--- src/rtl/calculator_alu.sv ---
// ALU responder for the calculator core: ADD/SUB in one cycle,
// MUL (shift-add) and DIV (restoring) one bit per clock.
module calculator_alu #(
    parameter int DATA_WIDTH = 16
) (
    input  logic                  clk,
    input  logic                  rst_n,
    input  logic [DATA_WIDTH-1:0] i_alu_input_a,
    input  logic [DATA_WIDTH-1:0] i_alu_input_b,
    input  logic [1:0]            i_alu_input_op,
    input  logic                  i_alu_input_signed,
    input  logic                  i_alu_input_valid,
    output logic                  o_alu_input_ready,
    output logic [DATA_WIDTH-1:0] o_alu_result,
    output logic                  o_alu_error,
    output logic                  o_alu_result_valid,
    input  logic                  i_alu_result_ready
);

    localparam int W  = DATA_WIDTH;
    localparam int CW = $clog2(W);

    localparam logic [1:0] OP_ADD = 2'b00;
    localparam logic [1:0] OP_SUB = 2'b01;
    localparam logic [1:0] OP_MUL = 2'b10;
    localparam logic [1:0] OP_DIV = 2'b11;

    localparam logic [W-1:0] LIM_POS = {1'b0, {(W-1){1'b1}}};
    localparam logic [W-1:0] LIM_NEG = {1'b1, {(W-1){1'b0}}};

    typedef enum logic [1:0] {
        S_IDLE,
        S_COMPUTE,
        S_DONE
    } state_t;

    state_t          r_state;
    state_t          w_next_state;

    logic [1:0]      r_op;
    logic            r_signed;
    logic            r_neg;
    logic [W-1:0]    r_mag_a;
    logic [W-1:0]    r_mag_b;
    logic [2*W-1:0]  r_acc;
    logic [CW-1:0]   r_cnt;
    logic [W-1:0]    r_result;
    logic            r_error;

    logic            w_accept;
    logic            w_consume;
    logic            w_last;

    // single-cycle ADD/SUB path, evaluated straight from the inputs
    logic [W:0]      w_add_full;
    logic [W-1:0]    w_sub;
    logic            w_add_err;
    logic            w_sub_err;
    logic [W-1:0]    w_as_res;
    logic            w_as_err;

    logic [W-1:0]    w_mag_a;
    logic [W-1:0]    w_mag_b;

    // iterative path
    logic [W:0]      w_mul_sum;
    logic [2*W-1:0]  w_mul_next;
    logic [W:0]      w_div_shift;
    logic            w_div_ge;
    logic [W-1:0]    w_div_diff;
    logic [W-1:0]    w_div_rem;
    logic [2*W-1:0]  w_div_next;
    logic [2*W-1:0]  w_iter_next;

    logic [W-1:0]    w_mag_lo;
    logic            w_hi_nz;
    logic            w_ovf;
    logic            w_div0;
    logic [W-1:0]    w_fin_val;
    logic            w_fin_err;
    logic [W-1:0]    w_fin_res;

    assign w_accept  = i_alu_input_valid && (r_state == S_IDLE);
    assign w_consume = i_alu_result_ready && (r_state == S_DONE);
    assign w_last    = (r_cnt == CW'(W - 1));

    assign w_add_full = {1'b0, i_alu_input_a} + {1'b0, i_alu_input_b};
    assign w_sub      = i_alu_input_a - i_alu_input_b;

    assign w_add_err = i_alu_input_signed
        ? ((i_alu_input_a[W-1] == i_alu_input_b[W-1]) &&
           (w_add_full[W-1] != i_alu_input_a[W-1]))
        : w_add_full[W];

    assign w_sub_err = i_alu_input_signed
        ? ((i_alu_input_a[W-1] != i_alu_input_b[W-1]) &&
           (w_sub[W-1] != i_alu_input_a[W-1]))
        : (i_alu_input_b > i_alu_input_a);

    assign w_as_err = (i_alu_input_op == OP_SUB) ? w_sub_err : w_add_err;
    assign w_as_res = w_as_err ? '0
        : ((i_alu_input_op == OP_SUB) ? w_sub : w_add_full[W-1:0]);

    // |-2^(W-1)| wraps to 2^(W-1), which is exactly right when read unsigned
    assign w_mag_a = (i_alu_input_signed && i_alu_input_a[W-1])
        ? (-i_alu_input_a) : i_alu_input_a;
    assign w_mag_b = (i_alu_input_signed && i_alu_input_b[W-1])
        ? (-i_alu_input_b) : i_alu_input_b;

    // MUL: upper half accumulates, lower half shifts the multiplier out
    assign w_mul_sum  = {1'b0, r_acc[2*W-1:W]} +
                        {1'b0, (r_acc[0] ? r_mag_a : {W{1'b0}})};
    assign w_mul_next = {w_mul_sum, r_acc[W-1:1]};

    // DIV: upper half is the remainder, lower half dividend -> quotient
    assign w_div_shift = {r_acc[2*W-1:W], r_acc[W-1]};
    assign w_div_ge    = (w_div_shift >= {1'b0, r_mag_b});
    assign w_div_diff  = w_div_shift[W-1:0] - r_mag_b;
    assign w_div_rem   = w_div_ge ? w_div_diff : w_div_shift[W-1:0];
    assign w_div_next  = {w_div_rem, r_acc[W-2:0], w_div_ge};

    assign w_iter_next = (r_op == OP_MUL) ? w_mul_next : w_div_next;

    // sign fix-up and range check on the final iteration
    assign w_mag_lo = w_iter_next[W-1:0];
    assign w_hi_nz  = (r_op == OP_MUL) && (|w_iter_next[2*W-1:W]);
    assign w_div0   = (r_op == OP_DIV) && (r_mag_b == '0);

    assign w_ovf = w_hi_nz || (r_signed &&
        (r_neg ? (w_mag_lo > LIM_NEG) : (w_mag_lo > LIM_POS)));

    assign w_fin_val = (r_signed && r_neg) ? (-w_mag_lo) : w_mag_lo;
    assign w_fin_err = w_ovf || w_div0;
    assign w_fin_res = w_fin_err ? '0 : w_fin_val;

    // state register
    always_ff @(posedge clk or negedge rst_n) begin
        if (!rst_n) begin
            r_state <= S_IDLE;
        end else begin
            r_state <= w_next_state;
        end
    end

    // next-state logic
    always_comb begin
        w_next_state = r_state;
        unique case (r_state)
            S_IDLE: begin
                if (w_accept) begin
                    if (i_alu_input_op[1]) begin
                        w_next_state = S_COMPUTE;
                    end else begin
                        w_next_state = S_DONE;
                    end
                end
            end
            S_COMPUTE: begin
                if (w_last) begin
                    w_next_state = S_DONE;
                end
            end
            S_DONE: begin
                if (w_consume) begin
                    w_next_state = S_IDLE;
                end
            end
            default: begin
                w_next_state = S_IDLE;
            end
        endcase
    end

    // operand capture, iteration and result registers
    always_ff @(posedge clk or negedge rst_n) begin
        if (!rst_n) begin
            r_op     <= OP_ADD;
            r_signed <= 1'b0;
            r_neg    <= 1'b0;
            r_mag_a  <= '0;
            r_mag_b  <= '0;
            r_acc    <= '0;
            r_cnt    <= '0;
            r_result <= '0;
            r_error  <= 1'b0;
        end else begin
            unique case (r_state)
                S_IDLE: begin
                    if (w_accept) begin
                        r_op     <= i_alu_input_op;
                        r_signed <= i_alu_input_signed;
                        r_cnt    <= '0;
                        if (i_alu_input_op[1]) begin
                            r_mag_a <= w_mag_a;
                            r_mag_b <= w_mag_b;
                            r_neg   <= i_alu_input_signed &&
                                       (i_alu_input_a[W-1] ^ i_alu_input_b[W-1]);
                            r_acc   <= (i_alu_input_op == OP_DIV)
                                ? {{W{1'b0}}, w_mag_a}
                                : {{W{1'b0}}, w_mag_b};
                        end else begin
                            r_result <= w_as_res;
                            r_error  <= w_as_err;
                        end
                    end
                end
                S_COMPUTE: begin
                    r_acc <= w_iter_next;
                    r_cnt <= r_cnt + 1'b1;
                    if (w_last) begin
                        r_result <= w_fin_res;
                        r_error  <= w_fin_err;
                    end
                end
                default: begin
                end
            endcase
        end
    end

    assign o_alu_input_ready  = (r_state == S_IDLE);
    assign o_alu_result_valid = (r_state == S_DONE);
    assign o_alu_result       = r_result;
    assign o_alu_error        = r_error;

endmodule
--- config.mk ---
export PLATFORM = sky130hd
export DESIGN_NAME = calculator_alu
export DESIGN_NICKNAME = d
export VERILOG_FILES = /design/src/rtl/calculator_alu.sv
export SDC_FILE = /design/constraint.sdc
export NUM_CORES = 1
export LEC_CHECK = 0
export ABC_AREA = 1
export BUFFER_PORTS_ARGS = -buffer_cell sky130_fd_sc_hd__buf_2
export CORE_ASPECT_RATIO = 1.5
export CORE_UTILIZATION = 40
export DETAILED_ROUTE_END_ITERATION = 6
export PLACE_DENSITY = 0.66
export SLEW_MARGIN = 20
export SYNTH_ARGS = -nofsm -noshare
export SYNTH_HDL_FRONTEND = slang
export SYNTH_SLANG_ARGS = --single-unit
--- constraint.sdc ---
create_clock -name clk -period 4.18 [get_ports clk]
set_input_delay 0.209 -clock clk [delete_from_list [all_inputs] [get_ports clk]]
set_output_delay 0.209 -clock clk [all_outputs]
set_load 0.1 [all_outputs]
## Word-level counts from Yosys, hierarchy flattened

Index checks and enable logic that the tools add are counted.
W data, S select, Z words.

| storage, ports and cells | value |
|---|---|
| register bits after elaboration | 91 |
| latch bits | 0 |
| memory bits (writable) | 0 |
| ROM bits | 0 |
| input bits | 39 |
| output and inout port bits | 19 |
| word-level logic and storage cells | 94 |
| memories kept | 0 |

| operators by class | value |
|---|---|
| add/sub/neg operators | 8 |
| multiply operators | 0 |
| divide/modulo/power cells | 0 |
| order comparisons | 4 |
| eq/ne operators | 16 |
| shifts and indexed selects | 0 |
| mux-type cells | 32 |
| bitwise gates (word level) | 1 |
| reductions and logical operators | 23 |

Operators with widths:

| cell | count |
|---|---|
| $mux W16 | 12 |
| $mux W32 | 3 |
| $pmux W32 S2 | 1 |
| $neg A16 Y16 | 3 |
| $add A16 B16 Y17 | 2 |
| $pmux W16 S2 | 1 |
| $sub A16 B16 Y16 | 2 |
| $ge A17 B16 Y1 | 1 |
| $gt A16 B15 Y1 const B | 1 |
| $gt A16 B16 Y1 | 1 |
| $gt A16 B16 Y1 const B | 1 |
| $logic_not A16 Y1 | 1 |
| $reduce_or A16 Y1 | 1 |
| $logic_and A1 B1 Y1 | 11 |
| $reduce_and A3 Y1 | 3 |
| $eq A2 B2 Y1 const B | 4 |
| $mux W2 | 4 |
| $pmux W4 S2 | 1 |
| $mux W1 | 7 |
| $ne A2 B2 Y1 const B | 3 |
| $pmux W2 S3 | 1 |
| $add A4 B1 Y4 const B | 1 |
| $eq A2 B1 Y1 const B | 2 |
| $eq A4 B4 Y1 const B | 1 |
| other kinds (11) | 16 |

## Longest topological paths before layout

Gate-level depths: netlist (run 1).

| logic depth | value |
|---|---|
| word-level depth | 11 |
| depth in mapped cells | 24 |
| gate-level depth less buffers | 23 |

## Worst setup path after synthesis (run 1)

No wires, ideal clock.

| path | value |
|---|---|
| path type | reg-to-reg |
| start | register r_state[0] |
| end | register r_acc[23] |
| library setup time | 0.121 ns |
| data arrival time | 3.067 ns |
| data required time | 4.059 ns |
| path slack | 0.992 ns |
| stages on the path, launching flop included | 9 |
| buffers on the path | 1 |
| period minus slack after synthesis | 3.188 ns |
| cell sequence | dfrtp_1 > nor2_1 > inv_1 > nor2_1 > nor2_1 > a21oi_1 > inv_1 > clkbuf_1 > a22o_1 |

| between the ends | value |
|---|---|
| longest elaborated chain between the ends | 4 |
| elaborated cells between the ends (all ways) | 8 |
| those cells by class | 3 x eq/ne; 1 x mux; 4 x reduce/logical |

RTL lines:

| item | RTL line | RTL |
|---|---|---|
| start, declared | 37 | `state_t r_state;` |
| start signal, assigned | 141 | `r_state <= w_next_state;` |
| $logic_not A2 Y1 * | - |  |
| named net o_alu_input_ready | 13 | `output logic o_alu_input_ready,` |
| $logic_and A1 B1 Y1 | 83 | `assign w_accept = i_alu_input_valid && (r_state == S_IDLE);` |
| $ne A2 B1 Y1 (no source line) | - |  |
| $reduce_and A3 Y1 (no source line) | - |  |
| end signal, assigned | 198 | `r_acc <= (i_alu_input_op == OP_DIV)` |
| end signal, assigned | 208 | `r_acc <= w_iter_next;` |
| end, declared | 45 | `logic [2*W-1:0] r_acc;` |

Mark *: on every way through the listed nets, which the timed path passes. The rest lies on a longest branch.
A chain may end at the register's enable or synchronous reset.

## Worst setup path after layout (run 1)

| path | value |
|---|---|
| start | register r_acc[0] |
| end | register r_result[0] (netlist: o_alu_result[0]) |

| between the ends | value |
|---|---|
| longest elaborated chain between the ends | 11 |
| elaborated cells between the ends (all ways) | 14 |
| those cells by class | 1 x add/sub; 2 x order compare; 6 x mux; 5 x reduce/logical |

RTL lines:

| item | RTL line | RTL |
|---|---|---|
| $mux W16 | 112 | `{1'b0, (r_acc[0] ? r_mag_a : {W{1'b0}})};` |
| $add A16 B16 Y17 | 111 | `assign w_mul_sum = {1'b0, r_acc[2*W-1:W]} +` |
| $mux W32 * | 122 | `assign w_iter_next = (r_op == OP_MUL) ? w_mul_next : w_div_next;` |
| $gt A16 B15 Y1 or $gt A16 B16 Y1 (tied branches) | 130 | `(r_neg ? (w_mag_lo > LIM_NEG) : (w_mag_lo > LIM_POS)));` |
| $mux W1 | 130 |  |
| $logic_and A1 B1 Y1 | 129 | `assign w_ovf = w_hi_nz \|\| (r_signed &&` |
| $logic_or A1 B1 Y1 * | 129 |  |
| $logic_or A1 B1 Y1 * | 133 | `assign w_fin_err = w_ovf \|\| w_div0;` |
| $mux W16 * | 134 | `assign w_fin_res = w_fin_err ? '0 : w_fin_val;` |
| $mux W16 * | 210 | `if (w_last) begin` |
| $pmux W16 S2 * | 187 | `unique case (r_state)` |
| end signal, assigned | 202 | `r_result <= w_as_res;` |
| end signal, assigned | 211 | `r_result <= w_fin_res;` |
| end, declared | 47 | `logic [W-1:0] r_result;` |

Mark *: on every way between the ends. The rest lies on a longest branch, timed or not. The select of a mux whose other input is x is not followed.

==> impl_metrics.tcl, run 1 <==
set metrics [dict create \
    utilization_pct 44.44 \
    period_share_pct 78.28 \
    r2r_start "r_acc[0]" \
    antenna_found_initial 0 \
    drive_gt1_share_pct 9.392 \
    worst_slack_ns 0.9079 \
    skew_ns 0.01428 \
    cts.htree.levels 3 \
    dieArea_um2 24220 \
    finalCriticalPeriod_ns 3.272 \
    vias_per_cell 5.363 \
    cts-buffers-inserted 9 \
    syn_to_final_growth_pct 8.564 \
    synthDistinctLibCells 49 \
    critPathCaptureType "flop" \
    cts_tree "done" \
    hold_path.class "primary input to async pin" \
    ys_top_cells_by_count "nand2_1, inv_1, o21ai_0" \
    post_cts_buffers 0 \
    ys.flop_type "dfrtp_1" \
    syn_avg_cell_area_um2 6.394 \
    stdcell_area_um2 10250 \
    fp.dieH_um 190.1 \
    maxCapViolCount 0 \
    cp_cell_sequence "nand2_1, inv_1, ha_1, inv_1, fa_1, o21ai_1, nand3_1, nand3_1, nand2_1, nand3_1, nand3_2, nor2_1, nand2_1, nor2_1, nand2_1, nand2_4, nand3_1, nand2_1, nand2_1, nand2_1" \
    clk_pin_slew_worst_paths_ns 0.07 \
    finalNetCount 1619 \
    status "finished with violations" \
    finalSetupViolations 0 \
    stdcell_count 1827 \
    crit_arrival_ns 3.57 \
    ys_async_sr_fraction_pct 100.0 \
    slew_violations 0 \
    crit_type "flop to flop" \
    syn_area_um2 9438 \
    first_pass_iters 6 \
    cts_resized 0 \
    clock_path_buffers 2 \
    finalWeightedCongestion 1.013 \
    yosysTopAreaCell "dfrtp_1" \
    wl_um 32580 \
    clock_sinks 91 \
    synth_top_area_share_pct 24.13 \
    num_antenna_cells 0 \
    ff2ff_setup_slack_ns 0.91 \
    cp_max_fo 17 \
    cp_data_required_time_ns 4.48 \
    ant_nets 0 \
    timing.rr.end "o_alu_result[0]" \
    hold_viol 37 \
    grt_start_max_net_pins 65 \
    crit_path_top_delay_cell "dfrtp_1" \
    whs_ns -0.03205 \
    post_synth_main_area_contributors "dfrtp_1, nand2_1, ha_1, inv_1, o21ai_0" \
    remaining_drc_errors 0 \
    dp_hpwl_um 26500 \
    postSynthCellCount 1476 \
    seq_area_frac_synth_pct 24.13 \
    crit_buf_inv 2 \
    placed_cell_area_um2 9976 \
    syn_nets 1587 \
    start_util_pct 40.93 \
    timing.fmax_mhz 305.6 \
    cpLargestDelayFamily "simple AND/OR/NAND/NOR gates" \
    grt_pass1_wl_um 51220 \
    final.setup.tns_ns 0 \
    rr_worst_depth 20 \
    io_pins 58 \
    drt_iter0_markers 766 \
    startpoint_type "flop" \
    portBuffers 57 \
    grt_pass1_vias 9845 \
    ys_seq_elements 91 \
    violations "hold timing" \
    yosysWarnings 0 \
    synth_most_common_cell "nand2_1" \
    irDropWorstVdd_v 0.0006539 \
    total_power_mw 7.885 \
    p_per_area_nw_per_um2 769.6 \
    cts_root_buffer "clkbuf_16" \
    holdBufCountCts 0 \
    cpMostUsedCell "nand2_1" \
    clk_latency_ns 0.36 \
    fillers 2506 \
    grt.overflow.total 0 \
    vias 9799 \
    synth_edf_count 0 \
    die_width_um 127.4 \
    rsz0062_at_grt "no" \
    leakage_nw 5.536 \
    grt_use_total_pct 27.97 \
    wl_per_cell_um 17.83 \
    slew_headroom_pct 40.64 \
    core_area_um2 23060 \
    dp_slack_ns 0.9320 \
    crit_path_max_incr_delay_ns 0.64 \
    place_inst 1812 \
    rows 68 \
    worst_slew_pin_slew_ns 0.8904 \
]
[routing by layer]
metal  share of wire [%]  up-vias  global-route usage, %  routed length [µm]
met4                  11        0                  27.79                3546
met5                   0        -                      0                   0
met1                  37     4485                  28.84               12000
met3                 2.9      141                  2.025                 934
li1                    -     4869                      -                   -
met2                  49      304                  49.18               16100
[worst max-delay path by stage]
stage	from	end	slack [ns]	cells past startpoint
finish	r_acc[0]	o_alu_result[0]	0.91	20
global route	r_acc[0]	o_alu_result[0]	0.52	21
CTS	r_acc[0]	o_alu_result[0]	0.90	20
detailed placement	r_acc[0]	o_alu_result[0]	0.93	20
global placement	r_cnt[0]	o_alu_result[3]	0.94	8
floorplan	r_state[0]	r_acc[23]	0.99	8
[sequential cells by signal (all words and copies together), names as in the netlist]
register,flops
r_cnt,4
r_mag_a,16
r_mag_b,16
o_alu_result,16
r_op,2
r_signed,1
r_neg,1
o_alu_error,1
r_state,2
r_acc,32
[cells by family after synthesis]
| kind of cell | after synthesis | share of synthesized area, % |
|---|---|---|
| adders and majority gates | 72 | 9.864 |
| muxes | 2 | 0.2121 |
| buffers and inverters | 273 | 11.41 |
| and+or+nand+nor | 719 | 34.14 |
| xor gates and xnor gates | 50 | 4.640 |
| DFF | 91 | 24.13 |
| AOI/OAI and AO/OA | 269 | 15.60 |
[layout by cell type, fill, tap and decap left out, types with 6 or more instances in the layout]
cell       count
a21oi_1       97
a22o_1        13
and2_1         6
buf_2         56
buf_4          9
clkbuf_16      9
dfrtp_1       91
ha_1          68
inv_1        217
inv_2          8
nand2_1      395
nand2_2        6
nand3_1       95
nand3_2       12
nand4_1       47
nor2_1       101
nor3_1        14
o211ai_1       9
o21ai_0      114
o21ai_1       10
o22ai_1        6
or2_2         16
xor2_1        45
[worst reg2reg max path, cell delays in order, from the launching register on]
cell and delay (ns):
dfrtp_1 0.64, nand2_1 0.10, inv_1 0.07, ha_1 0.16, inv_1 0.06, fa_1 0.43
o21ai_1 0.32, nand3_1 0.19, nand3_1 0.16, nand2_1 0.06, nand3_1 0.09, nand3_2 0.08
nor2_1 0.09, nand2_1 0.08, nor2_1 0.11, nand2_1 0.09, nand2_4 0.19, nand3_1 0.10
nand2_1 0.07, nand2_1 0.05, nand2_1 0.09
[area by class of cell]
class / count / area (µm²) / area share, %
clock buffer: 9 / 225.2 / 2.198
clock inverter: 6 / 42.54 / 0.4152
inverter: 229 / 859.6 / 8.389
multi-input combinational: 1112 / 6100 / 59.53
sequential: 91 / 2277 / 22.22
tap: 315 / 394.1 / 3.847
timing repair buffer: 65 / 347.8 / 3.395
[power by group]
part	internal, mW	total, mW	switching (mW)
sequential	1.28	1.61	0.328
combinational	1.56	5.50	3.94
clock	0.401	0.775	0.374
(Power assumes the default switching activity.)
==> run 2: changes to the inputs <==
--- a/config.mk
+++ b/config.mk
@@ -5,12 +5,12 @@
 export SDC_FILE = /design/constraint.sdc
 export NUM_CORES = 1
 export LEC_CHECK = 0
-export ABC_AREA = 1
+export ABC_AREA = 0
 export BUFFER_PORTS_ARGS = -buffer_cell sky130_fd_sc_hd__buf_2
 export CORE_ASPECT_RATIO = 1.5
 export CORE_UTILIZATION = 40
 export DETAILED_ROUTE_END_ITERATION = 6
-export PLACE_DENSITY = 0.66
+export PLACE_DENSITY = 0.69
 export SLEW_MARGIN = 20
 export SYNTH_ARGS = -nofsm -noshare
 export SYNTH_HDL_FRONTEND = slang
==> constraint.sdc (replaced) <==
create_clock -name clk -period 2.7 [get_ports clk]
set_input_delay 0.135 -clock clk [delete_from_list [all_inputs] [get_ports clk]]
set_output_delay 0.135 -clock clk [all_outputs]
set_load 0.1 [all_outputs]
==> impl_metrics.tcl, run 2 <==
set metrics [dict create \
    pwr-share-clk_pct 6.8 \
    antenna_found_initial 0 \
    skew_ns 0.01297 \
    whs_ns 0.01868 \
    worst_slack_ns -0.6838 \
    portBuffers 57 \
    regMostFlops "r_acc" \
    p_comb_share_pct 79.6 \
    cp_num_cells 14 \
    slew_violations 0 \
    finalWeightedCongestion 1.024 \
    startpoint_type "flop" \
    final.setup.tns_ns -10.97 \
    synth_most_common_cell "nand2_1" \
    clk_latency_ns 0.36 \
    period_share_pct 125.3 \
    critPathCaptureType "flop" \
    p_sw_mw 8.902 \
    crit_type "flop to flop" \
    status "finished with violations" \
    dieArea_um2 23950 \
    busiest_layer "met2" \
    rsz0062_at_grt "yes" \
    ant_nets 0 \
    start_util_pct 40.62 \
    yosysWarnings 0 \
    vias 10680 \
    vias_per_cell 5.872 \
    die_width_um 126.7 \
    crit_arrival_ns 3.66 \
    slew_headroom_pct 41.85 \
    met2_usage_pct 55.40 \
    synth_edf_count 0 \
    grt_use_total_pct 29.84 \
    cp_cell_sequence "inv_2, ha_4, inv_4, fa_2, a211oi_4, o21ai_2, a21oi_2, xnor2_2, o311a_1, a211o_1, a2111oi_4, nand4b_4, buf_4, o211ai_1" \
    syn_to_final_growth_pct 40.35 \
    mostFrequentLayoutCells "buf_4, nand2_1, o21ai_0, dfrtp_1, nor2_1" \
    cp_data_required_time_ns 2.98 \
    dp_slack_ns -0.8091 \
    worst_slew_pin_slew_ns 0.8614 \
    worstHoldPathCells 2 \
    num_antenna_cells 0 \
    cts_root_buffer "clkbuf_16" \
    finalNetCount 1645 \
    fp.dieH_um 189.1 \
    rows 68 \
    drive_gt1_share_pct 33.33 \
    ys.flop_type "dfrtp_1" \
    leakage_nw 6.061 \
    p_per_area_nw_per_um2 1389 \
    clock_sinks 91 \
    postSynthCellCount 1206 \
    largest_reg_flops 32 \
    power.share.sequential_pct 13.6 \
    dp_hpwl_um 28120 \
    drt_iter0_markers 768 \
    cts_tree "done" \
    synthDistinctLibCells 81 \
    ys_async_sr_fraction_pct 100.0 \
    met3_usage_pct 3.023 \
    core_area_um2 22970 \
    cpLargestDelayFamily "compound AO/OA/AOI/OAI gates" \
    remaining_drc_errors 0 \
    place_inst 1778 \
    ys_seq_elements 91 \
    syn_nets 1317 \
    p_sw_share_pct 48.94 \
    hold_path.class "primary input to flop" \
    stdcell_count 1819 \
    finalCriticalPeriod_ns 3.384 \
    timing.fmax_mhz 295.5 \
    grt_start_max_net_pins 67 \
    gr-usage-met1_pct 29.74 \
    cts-buffers-inserted 9 \
    crit_buf_inv 3 \
    grt.overflow.total 0 \
    irDropWorstVdd_v 0.0005447 \
    seq_area_frac_synth_pct 24.41 \
    wl_per_cell_um 19.66 \
    rr_worst_depth 14 \
    internal_power_mw 9.287 \
    mostFrequentLayoutCell "buf_4" \
    io_pins 58 \
    first_pass_iters 5 \
    clock_path_buffers 2 \
    finalSetupViolations 19 \
    crit_path_top_delay_cell "fa_2" \
    total_power_mw 18.19 \
    cts.htree.levels 3 \
    wl_um 35770 \
    syn_avg_cell_area_um2 7.736 \
    syn_area_um2 9330 \
    grt_pass1_wl_um 55170 \
    yosysTopAreaCell "dfrtp_1" \
    maxCapViolCount 0 \
    violations "setup timing" \
    post_synth_main_area_contributors "dfrtp_1, ha_1, o21ai_0, nand2_1, xnor2_1" \
    synth_top_area_share_pct 24.41 \
    crit_path_max_incr_delay_ns 0.41 \
    hold_viol 0 \
    grt_pass1_vias 10720 \
    cp_max_fo 5 \
    ys_top_cells_by_count "nand2_1, o21ai_0, dfrtp_1" \
    clk_pin_slew_worst_paths_ns 0.07 \
]
## run 2: cell types whose count changed in the layout (fill, tap and decap cells not counted), moves of 32 or more
cell	before	now
buf_4	9	314
nand4_1	47	15
nand2_1	395	147
xnor2_1	5	61
nand3_1	95	25
mux2i_1	2	37
inv_1	217	57
xor2_1	45	10
## run 2: final timing paths
check                                   start                to  slack, ns
max                                 r_acc[15]  o_alu_result[14]      -0.68
min                        i_alu_result_ready        r_state[1]       0.02
max reg2reg                         r_acc[15]  o_alu_result[14]      -0.68
min reg2reg                        r_mag_a[4]        r_mag_a[4]       0.48
max in group asynchronous               rst_n          r_cnt[1]       1.68
min in group asynchronous               rst_n   o_alu_result[1]       0.32
## run 2: logic make-up after synthesis
logic type	after synthesis	share of synthesized area, %
xor gates and xnor gates	74	6.946
AOI/OAI and AO/OA	390	27.64
muxes	41	4.452
DFF	91	24.41
and+or+nand+nor	407	21.03
buffers and inverters	131	5.552
adders and majority gates	72	9.977
## run 2: layout make-up
type | instances | area [µm²]
Clock inverter | 4 | 33.78
Timing Repair Buffer | 381 | 2799
Multi-Input combinational cell | 984 | 7132
Inverter | 67 | 254.0
Sequential cell | 91 | 2280
Tap cell | 280 | 350.3
Clock buffer | 12 | 246.5
Fill cell | 2069 | 9877
## run 2: metal layers
layer  up-vias  share of wire [%]
li1       5067                  -
met1      5109                 36
met2       368                 51
met3       138                4.0
met4         0                9.1
met5         -                  0
## run 2: through the flow
| stage | area, µm² | util (%) |
|---|---|---|
| global placement | 12070 | 52.53 |
| detailed placement | 12070 | 52.53 |
| floorplan | 9415 | - |
| finish | 13100 | 57.00 |
| CTS | 12610 | 54.91 |
| global route | 13100 | 57.00 |
## run 2: power groups by stage
stage,registers (mW),clock network [mW],logic (mW)
2_1_floorplan,2.97,0,6.52
3_3_place_gp,2.39,0,12.2
3_5_place_dp,2.41,0,12.4
4_1_cts,2.41,1.25,13.0
5_1_grt,2.53,1.30,15.5
6_report,2.47,1.25,14.5
## run 2: repair_timing
action                     4_1_cts  5_1_grt
hold endpoints to repair        40        0
setup buffers                   12       16
setup endpoints to repair       23       30
hold buffers                     1        0
pin swaps                       18       44
gates resized for setup         26       86
==> run 3: changes to the inputs <==
--- a/config.mk
+++ b/config.mk
@@ -8,9 +8,9 @@
 export ABC_AREA = 0
 export BUFFER_PORTS_ARGS = -buffer_cell sky130_fd_sc_hd__buf_2
 export CORE_ASPECT_RATIO = 1.5
-export CORE_UTILIZATION = 40
+export CORE_UTILIZATION = 57
 export DETAILED_ROUTE_END_ITERATION = 6
-export PLACE_DENSITY = 0.69
+export PLACE_DENSITY = 0.89
 export SLEW_MARGIN = 20
 export SYNTH_ARGS = -nofsm -noshare
 export SYNTH_HDL_FRONTEND = slang
==> impl_metrics.tcl, run 3 <==
set metrics [dict create \
    status "aborted with a tool error" \
    stop_stage "global routing (5_1_grt)" \
    toolErrorMsg "[ERROR GRT-0116] Global routing finished with congestion. Check the congestion regions in the DRC Viewer." \
    clock_sinks 91 \
    grt_start_max_net_pins 67 \
    ys_async_sr_fraction_pct 100.0 \
    cts.htree.levels 3 \
    synthDistinctLibCells 81 \
    rows 56 \
    seq_area_frac_synth_pct 24.41 \
    yosysWarnings 0 \
    grt_pass1_wl_um 80650 \
    ys.flop_type "dfrtp_1" \
    clock_path_buffers 2 \
    synth_edf_count 0 \
    postSynthCellCount 1206 \
    start_util_pct 58.92 \
    grt_use_total_pct 63.87 \
    io_pins 58 \
    yosysTopAreaCell "dfrtp_1" \
    place_inst 1674 \
    ys_top_cells_by_count "nand2_1, o21ai_0, dfrtp_1" \
    cts-buffers-inserted 9 \
    syn_nets 1317 \
    syn_area_um2 9330 \
    synth_top_area_share_pct 24.41 \
    ys_seq_elements 91 \
    die_width_um 106.5 \
    fp.dieH_um 158.7 \
    finalWeightedCongestion 1.067 \
    post_synth_main_area_contributors "dfrtp_1, ha_1, o21ai_0, nand2_1, xnor2_1" \
    syn_avg_cell_area_um2 7.736 \
    cts_root_buffer "clkbuf_16" \
    portBuffers 57 \
    synth_most_common_cell "nand2_1" \
    grt_pass1_vias 14060 \
    grt.overflow.total 8 \
    dp_hpwl_um 29100 \
]
run 3: metal layers:
metal / overflow / GRT usage, %
met4: 6 / 72.28
met3: 0 / 39.91
met5: 0 / 2.795
met2: 2 / 86.64
met1: 0 / 61.71
run 3: cell families after synthesis:
kind of cell | count (synthesis) | synth area share, %
AOI/OAI and AO/OA | 390 | 27.64
xor gates and xnor gates | 74 | 6.946
adders and majority gates | 72 | 9.977
buffers and inverters | 131 | 5.552
DFF | 91 | 24.41
muxes | 41 | 4.452
and+or+nand+nor | 407 | 21.03
run 3: per-stage QoR:
stage	area, µm²	hold WS [ns]	worst slack, ns	utilization, %
after CTS	12670	0.003010	-0.7459	79.99
after detailed placement	11780	0.2372	-0.7595	74.39
after global placement	11780	0.2201	-0.6162	74.39
after floorplan	9415	-0.1606	-0.3460	-
run 3: timing repair:
item / CTS
setup endpoints to repair: 31
setup buffers: 34
hold endpoints to repair: 51
hold buffers: 1
resized for setup: 67
pin swaps: 35
==> run 4: changes to the inputs <==
--- a/config.mk
+++ b/config.mk
@@ -7,10 +7,9 @@
 export LEC_CHECK = 0
 export ABC_AREA = 0
 export BUFFER_PORTS_ARGS = -buffer_cell sky130_fd_sc_hd__buf_2
-export CORE_ASPECT_RATIO = 1.5
-export CORE_UTILIZATION = 57
+export CORE_UTILIZATION = 40
 export DETAILED_ROUTE_END_ITERATION = 6
-export PLACE_DENSITY = 0.89
+export PLACE_DENSITY_LB_ADDON = 0.15
 export SLEW_MARGIN = 20
 export SYNTH_ARGS = -nofsm -noshare
 export SYNTH_HDL_FRONTEND = slang
==> constraint.sdc (replaced) <==
create_clock -name clk -period 3.5 [get_ports clk]
set_input_delay 0.175 -clock clk [delete_from_list [all_inputs] [get_ports clk]]
set_output_delay 0.175 -clock clk [all_outputs]
set_load 0.1 [all_outputs]
==> impl_metrics.tcl, run 4 (same netlist as run 2, synthesis figures left out) <==
set metrics [dict create \
    crit_path_top_delay_cell "ha_1" \
    stdcell_area_um2 11060 \
    core_area_um2 22780 \
    crit_type "flop to flop" \
    mostFrequentLayoutCell "nand2_1" \
    dp_hpwl_um 26550 \
    pwr-share-clk_pct 9.1 \
    rsz0062_at_grt "yes" \
    start_util_pct 40.96 \
    status "finished, final reports clean" \
    cp_max_fo 14 \
    slew_violations 0 \
    portBuffers 57 \
    finalSetupViolations 0 \
    remaining_drc_errors 0 \
    mostFrequentLayoutCells "nand2_1, o21ai_0, buf_4, dfrtp_1, nor2_1" \
    fp.dieH_um 154.7 \
    critPathCaptureType "flop" \
    die_width_um 154.7 \
    cts_tree "done" \
    power.share.sequential_pct 16.7 \
    startpoint_type "flop" \
    vias_per_cell 5.858 \
    slew_headroom_pct 36.50 \
    ant_nets 0 \
    grt_pass1_wl_um 51320 \
    maxCapViolCount 0 \
    total_power_mw 11.72 \
    internal_power_mw 5.687 \
    timing.fmax_mhz 297.0 \
    leakage_nw 5.002 \
    grt_use_total_pct 28.00 \
    multi_input_area_um2 6643 \
    worst_slew_pin_slew_ns 0.9525 \
    dieArea_um2 23940 \
    period_share_pct 96.21 \
    syn_to_final_growth_pct 18.49 \
    finalWeightedCongestion 0.9079 \
    cts-buffers-inserted 9 \
    clk_pin_slew_worst_paths_ns 0.07 \
    io_pins 58 \
    cp_cell_sequence "inv_1, ha_1, nand2_1, a211oi_2, o21ai_1, buf_4, nand4b_1, a31oi_1, o22ai_1, and4bb_2, nand4b_4, buf_12, and3b_1" \
    clock_sinks 91 \
    num_antenna_cells 0 \
    p_per_area_nw_per_um2 1060 \
    rows 55 \
    p_sw_share_pct 51.45 \
    antenna_found_initial 0 \
    p_sw_mw 6.028 \
    irDropWorstVdd_v 0.0004149 \
    grt_start_max_net_pins 69 \
    cts_root_buffer "clkbuf_16" \
    cp_data_required_time_ns 3.75 \
    vias 9631 \
    drt_iter0_markers 1003 \
    crit_arrival_ns 3.62 \
    fillers 2294 \
    first_pass_iters 5 \
    crit_path_max_incr_delay_ns 0.42 \
    p_comb_share_pct 74.1 \
    grt.overflow.total 0 \
    finalNetCount 1437 \
    wl_per_cell_um 20.16 \
    grt_pass1_vias 9038 \
    finalCriticalPeriod_ns 3.367 \
    hold_viol 0 \
    drive_gt1_share_pct 17.51 \
    regMostFlops "r_acc" \
    skew_ns 0.01334 \
    clock_path_buffers 2 \
    clk_latency_ns 0.36 \
    wl_um 33140 \
    hold_path.class "primary input to flop" \
    cts.htree.levels 3 \
    regArea_um2 2277 \
    placed_cell_area_um2 10580 \
    largest_reg_flops 32 \
]
run 4: worst paths after layout:
| kind | startpoint | end | slack [ns] | cells past startpoint |
|---|---|---|---|---|
| max | r_mag_b[4] | o_alu_error | 0.13 | 13 |
| min | i_alu_result_ready | r_state[1] | 0.01 | 2 |
| max reg2reg | r_mag_b[4] | o_alu_error | 0.13 | 13 |
| min reg2reg | r_mag_a[8] | r_mag_a[8] | 0.48 | 2 |
| max in group asynchronous | rst_n | r_mag_b[15] | 2.27 | 3 |
| min in group asynchronous | rst_n | r_mag_a[5] | 0.47 | 2 |
run 4: stage by stage:
stage | instances | setup slack, ns | utilization [%] | hold WS, ns | setup TNS [ns]
2_1_floorplan | 1206 | 0.2802 | - | -0.1206 | 0
3_5_place_dp | 1621 | -0.02838 | 46.44 | 0.3695 | -0.02838
6_report | 1644 | 0.1328 | 48.54 | 0.01118 | 0
3_3_place_gp | 1621 | 0.03458 | 46.44 | 0.3649 | 0
4_1_cts | 1639 | 0.05132 | 47.98 | 0.008854 | 0
5_1_grt | 1644 | -0.02437 | 48.54 | 0.03924 | -0.05149
run 4: final cells by class:
| type | instances | share of cell area (%) |
|---|---|---|
| multi-input cells | 984 | 60.08 |
| flip-flops and latches | 91 | 20.60 |
| repair buffers | 173 | 10.62 |
| well taps | 313 | 3.542 |
| clock buffers | 11 | 2.286 |
| inverters | 67 | 2.275 |
| clock inverters | 5 | 0.5998 |
run 4: power by group through the flow:
stage | clock [mW] | combinational [mW] | sequential [mW]
after floorplan | 0 | 4.89 | 2.29
after global placement | 0 | 8.28 | 1.94
after detailed placement | 0 | 8.28 | 1.96
after CTS | 1.08 | 8.33 | 1.94
after global routing | 1.12 | 9.41 | 2.01
final | 1.07 | 8.68 | 1.96
run 4: what timing repair did:
action | in CTS | in global routing
hold buffers | 1 | 0
setup endpoints to repair | 2 | 17
buffers inserted | 1 | 5
gates resized for setup | 0 | 20
endpoints found under the hold margin | 6 | 0
pin swaps | 1 | 12
run 4: worst max-delay path, delay by kind of cell (launching register included):
kind / cells / cell delay (ns)
fa+ha+maj: 1 / 0.42
flops: 1 / 0.35
simple gates: 5 / 0.99
compound gates: 4 / 1.05
buf+inv: 3 / 0.44
run 4: routing by layer:
metal | up-vias | wire, µm | GRT usage (%)
met5 | - | 0 | 0
met4 | 0 | 564 | 6.601
met3 | 23 | 2208 | 3.502
met2 | 317 | 14670 | 43.55
met1 | 4645 | 15700 | 40.99
li1 | 4646 | - | -
